<file path="config.mk">
export PLATFORM = sky130hd
export DESIGN_NAME = button_events
export DESIGN_NICKNAME = d
export VERILOG_FILES = /design/src/rtl/button_events.sv
export SDC_FILE = /design/constraint.sdc
export NUM_CORES = 1
export LEC_CHECK = 0
export ABC_AREA = 1
export ABC_CLOCK_PERIOD_IN_PS = 1800
export CAP_MARGIN = 20
export CORE_MARGIN = 8
export CORE_UTILIZATION = 60
export CTS_BUF_LIST = sky130_fd_sc_hd__clkbuf_4 sky130_fd_sc_hd__clkbuf_8
export CTS_CLUSTER_SIZE = 16
export DETAILED_ROUTE_END_ITERATION = 10
export PLACE_DENSITY = 0.78
export REMOVE_ABC_BUFFERS = 1
export SETUP_SLACK_MARGIN = 0.1
export SLEW_MARGIN = 20
export SYNTH_ARGS = -nofsm -noshare
export SYNTH_HDL_FRONTEND = slang
export SYNTH_SLANG_ARGS = --single-unit
export TNS_END_PERCENT = 50
</file>
<file path="constraint.sdc">
create_clock -name clk -period 1.8 [get_ports clk]
set_input_delay 0.27 -clock clk [delete_from_list [all_inputs] [get_ports clk]]
set_output_delay 0.27 -clock clk [all_outputs]
set_load 0.1 [all_outputs]
</file>
<file path="src/rtl/button_events.sv">
// Per-channel button event generator: turns debounced levels into press, release,
// long-press and auto-repeat pulses plus a held level. Channels are fully independent.
module button_events #(
  parameter int PORT_WIDTH    = 4,
  parameter int LONG_CLOCKS   = 50_000_000,
  parameter int REPEAT_CLOCKS = 10_000_000
) (
  input  logic                  clk,
  input  logic                  rst_n,
  input  logic [PORT_WIDTH-1:0] btn_in,
  output logic [PORT_WIDTH-1:0] press_o,
  output logic [PORT_WIDTH-1:0] release_o,
  output logic [PORT_WIDTH-1:0] long_o,
  output logic [PORT_WIDTH-1:0] repeat_o,
  output logic [PORT_WIDTH-1:0] held_o
);

  localparam int MAX_CLOCKS = (LONG_CLOCKS > REPEAT_CLOCKS) ? LONG_CLOCKS : REPEAT_CLOCKS;
  localparam int CW         = $clog2(MAX_CLOCKS + 1);
  localparam bit REPEAT_EN  = (REPEAT_CLOCKS != 0);

  localparam logic [CW-1:0] LONG_TERM   = CW'(LONG_CLOCKS - 1);
  localparam logic [CW-1:0] REPEAT_TERM = REPEAT_EN ? CW'(REPEAT_CLOCKS - 1) : '0;
  localparam logic [CW-1:0] CNT_ONE     = CW'(1);

  // IDLE: released; PRESS: pressed, long-press pending; HELD: long-press reached.
  typedef enum logic [1:0] {
    IDLE  = 2'd0,
    PRESS = 2'd1,
    HELD  = 2'd2
  } state_t;

  for (genvar i = 0; i < PORT_WIDTH; i++) begin : g_ch
    // state_q is the per-channel FSM state, reachable hierarchically as g_ch[i].state_q.
    state_t        state_q, state_d;
    logic [CW-1:0] cnt_q, cnt_d;
    logic          btn_q;
    logic          press_q, press_d;
    logic          release_q, release_d;
    logic          long_q, long_d;
    logic          repeat_q, repeat_d;
    logic          held_q, held_d;

    always_ff @(posedge clk or negedge rst_n) begin
      if (!rst_n) begin
        state_q   <= IDLE;
        cnt_q     <= '0;
        btn_q     <= 1'b0;
        press_q   <= 1'b0;
        release_q <= 1'b0;
        long_q    <= 1'b0;
        repeat_q  <= 1'b0;
        held_q    <= 1'b0;
      end else begin
        state_q   <= state_d;
        cnt_q     <= cnt_d;
        btn_q     <= btn_in[i];
        press_q   <= press_d;
        release_q <= release_d;
        long_q    <= long_d;
        repeat_q  <= repeat_d;
        held_q    <= held_d;
      end
    end

    // Release is checked first in PRESS and HELD so it wins over a terminal count.
    always_comb begin
      state_d   = state_q;
      cnt_d     = cnt_q;
      press_d   = 1'b0;
      release_d = 1'b0;
      long_d    = 1'b0;
      repeat_d  = 1'b0;
      case (state_q)
        IDLE: begin
          cnt_d = '0;
          if (btn_in[i] && !btn_q) begin
            state_d = PRESS;
            press_d = 1'b1;
          end
        end
        PRESS: begin
          if (!btn_in[i]) begin
            state_d   = IDLE;
            cnt_d     = '0;
            release_d = 1'b1;
          end else if (cnt_q == LONG_TERM) begin
            state_d = HELD;
            cnt_d   = '0;
            long_d  = 1'b1;
          end else begin
            cnt_d = cnt_q + CNT_ONE;
          end
        end
        HELD: begin
          if (!btn_in[i]) begin
            state_d   = IDLE;
            cnt_d     = '0;
            release_d = 1'b1;
          end else if (!REPEAT_EN) begin
            cnt_d = '0;
          end else if (cnt_q == REPEAT_TERM) begin
            cnt_d    = '0;
            repeat_d = 1'b1;
          end else begin
            cnt_d = cnt_q + CNT_ONE;
          end
        end
        default: begin
          state_d = IDLE;
          cnt_d   = '0;
        end
      endcase
      held_d = (state_d != IDLE);
    end

    assign press_o[i]   = press_q;
    assign release_o[i] = release_q;
    assign long_o[i]    = long_q;
    assign repeat_o[i]  = repeat_q;
    assign held_o[i]    = held_q;
  end

endmodule

</file>
==> out/metrics.cfg <==
[route]
first_pass_iters=7
wl_per_cell_um=13.2
drt_iter0_drc=457
drt-total-wl_um=16800
drc=0
post_drt_via_cell_ratio=5.21
vias=6590
antenna_left=0

[timing]
fmax_mhz=595
rsz0062_at_grt=yes
fin_worst_skew_ps=7.75
finalSetupTns_ps=0
hold_viol=0
slew_violations=0
worst_pin_slew_ps=519
period_share_pct=93.3
finalSetupViolCount=0
layout_min_cycle_time_ps=1680
slew-limit-headroom_pct=65.2

[final_layout]
layout.nets=1107
fin_cells=1265
final_common_cell=nor2_1
n_fill_cell=1020
area_growth_pct=14.3
layout_common_cells=nor2_1 (237), nand2_1 (221), dfrtp_1 (136)
n_antenna_cell=0
layout-drive-gt1-share_pct=13.0

[pwr]
p_leak_nw=3.75
sw_frac_of_total_pct=31.3
powerDensity_mw_per_mm2=897
power_frac_seq_pct=40.6
p_int_mw=5.52
power_switching_mw=2.51
ir_worst_vdd_mv=0.755
pwr-share-comb_pct=22.2
p_clk_share_pct=37.2

[placed_design]
portBuffers=25
place_hpwl_um=11400
dp_cells=1222
gp_congestion=0.942

[synthesis]
avgSynthCellArea_sq_um=7.51
synth_area_sq_mm=0.00783
ys_seq_area_share_pct=43.5
yosysWarnings=0
synth.distinct_cells=30
yosysTopAreaCellShare_pct=43.5
ys_ff_latch=136
synth_cells=1042
synth_area_leader_cell=dfrtp_1
yosys-top-cells-area=dfrtp_1 (43%), nor2_1 (12%), nand2_1 (11%), inv_1 (6.5%), xor2_1 (4.9%)

[cts]
numCtsBuffers=17
cts_buffer_depth=2
cts_sinks=136
clk_pin_slew_worst_paths_ps=70
cts_tree=built
cts_max_level=4
clk_latency_ps=450
cts-root-buf=clkbuf_8

[grt]
grt_first_pass_wirelength_um=26800
first_global_vias=6004
grt_use_total_pct=19.8
grt_max_degree=44
overflow=0
antenna_found_initial=0

[min_path]
min_path_type=in2async

[floorplan]
core_area_sq_mm=0.0127
die_w_um=130
num_io_pins=26
die_area_sq_mm=0.0170
fp.dieH_um=130
start_util_pct=61.8
rows=41

[job]
maxCapViolations=0

[setup_path]
crit_type=reg2reg
endpoint_kind=flip-flop
crit_path_start_kind=flip-flop
arrival_ps=2020
critPathMaxFanout=6
worstPathRequired_ps=2140

[outcome]
status=finished, final reports clean

-- what timing repair did --
item / 4_1_cts / 5_1_grt
endpoints found under the hold margin: 39 / 0
pin swaps: 0 / 10
setup endpoints to repair: 38 / 106
gates cloned: 0 / 9
gates resized for setup: 2 / 47
setup buffers: 0 / 2
hold buffers: 1 / 0
-- cells by family after synthesis --
family,share of synthesized area (%)
adder cells (fa/ha/maj),3.20
AND/OR/NAND/NOR,34.4
AO/OA/AOI/OAI,1.73
buffers and inverters,9.75
XOR/XNOR,7.39
flip-flops,43.5
-- stage by stage --
step / hold WS (ps) / util [%] / power [mW] / setup WS, ps / area (sq um)
floorplan: -25.6 / - / 4.40 / 240 / 7570
global placement: 214 / 64.0 / 4.77 / 135 / 8110
detailed placement: 215 / 64.0 / 4.80 / 71.4 / 8110
CTS: 294 / 68.0 / 7.84 / 108 / 8620
global route: 325 / 70.6 / 8.39 / 45.4 / 8950
finish: 304 / 70.6 / 8.03 / 120 / 8950
-- path summary, 6_finish.rpt --
| path | from | to | slack (ps) | cells after the start |
|---|---|---|---|---|
| worst max-delay path | g_ch[3].cnt_q[0]$_DFF_PN0_ | g_ch[3].cnt_q[17]$_DFF_PN0_ | 120 | 10 |
| max in group asynchronous | rst_n | g_ch[0].state_q[1]$_DFF_PN0_ | 910 | 3 |
| worst min-delay path | rst_n | g_ch[3].cnt_q[3]$_DFF_PN0_ | 300 | 2 |
| min in group clk | btn_in[3] | g_ch[3].btn_q$_DFF_PN0_ | 380 | 1 |
| worst min register to register | g_ch[1].cnt_q[0]$_DFF_PN0_ | g_ch[1].cnt_q[0]$_DFF_PN0_ | 480 | 1 |
| worst max register to register | g_ch[3].cnt_q[0]$_DFF_PN0_ | g_ch[3].cnt_q[17]$_DFF_PN0_ | 120 | 10 |
-- cell usage after synthesis --
cell / count
nand4_1: 22
a21oi_1: 2
nand2_2: 9
nand2_8: 1
o211ai_1: 4
nor3_1: 29
nor3b_1: 1
o21bai_1: 1
inv_1: 135
nand3b_1: 4
nand2_4: 3
nand2_1: 229
nor2_2: 17
dfrtp_1: 136
nand3_1: 58
nor2_4: 2
a31oi_1: 1
o22ai_1: 1
xnor2_1: 22
inv_2: 1
xor2_1: 44
nand3_2: 3
buf_8: 1
buf_4: 20
and3_1: 1
o21ai_0: 15
nor2_1: 253
ha_1: 20
buf_6: 6
buf_12: 1
-- routing by layer --
metal / vias to the layer above / global-route usage [%] / share of wire (%)
met5: - / 0 / 0
met3: 37 / 4.73 / 6.9
met2: 238 / 31.0 / 46
met4: 0 / 7.51 / 1.6
li1: 3274 / - / -
met1: 3041 / 26.0 / 46
-- sequential cells by signal, indices dropped and copies added (netlist names) --
signal and count:
g_ch.held_q 4, g_ch.cnt_q 104, g_ch.state_q 8, g_ch.press_q 4
g_ch.repeat_q 4, g_ch.btn_q 4, g_ch.release_q 4, g_ch.long_q 4
-- critical path: stages (launching register included) --
cell and delay, ps:
dfrtp_1 380, ha_2 200, nand2_1 100, nor2_2 140, nand2_2 90, nor2_2 100
nand2_1 100, nand2_2 150, nand2_8 130, nand2_8 110, nor2_1 70
-- power groups by stage --
| stage | logic, mW | registers [mW] | clock network [mW] |
|---|---|---|---|
| 4_1_cts | 1.52 | 3.26 | 3.06 |
| 6_report | 1.78 | 3.26 | 2.99 |
| 3_5_place_dp | 1.48 | 3.32 | 0 |
| 2_1_floorplan | 0.539 | 3.86 | 0 |
| 3_3_place_gp | 1.46 | 3.31 | 0 |
| 5_1_grt | 1.92 | 3.28 | 3.19 |
-- cell type report --
| type | instances | area (sq um) | area share, % |
|---|---|---|---|
| sequential | 136 | 3400 | 38.0 |
| multi-input combinational | 748 | 3930 | 43.9 |
| clock buffer | 22 | 284 | 3.17 |
| clock inverter | 9 | 195 | 2.18 |
| tap | 172 | 215 | 2.41 |
| timing repair buffer | 42 | 408 | 4.56 |
| inverter | 136 | 513 | 5.73 |
Note: power is estimated with default switching activity, not from simulation.
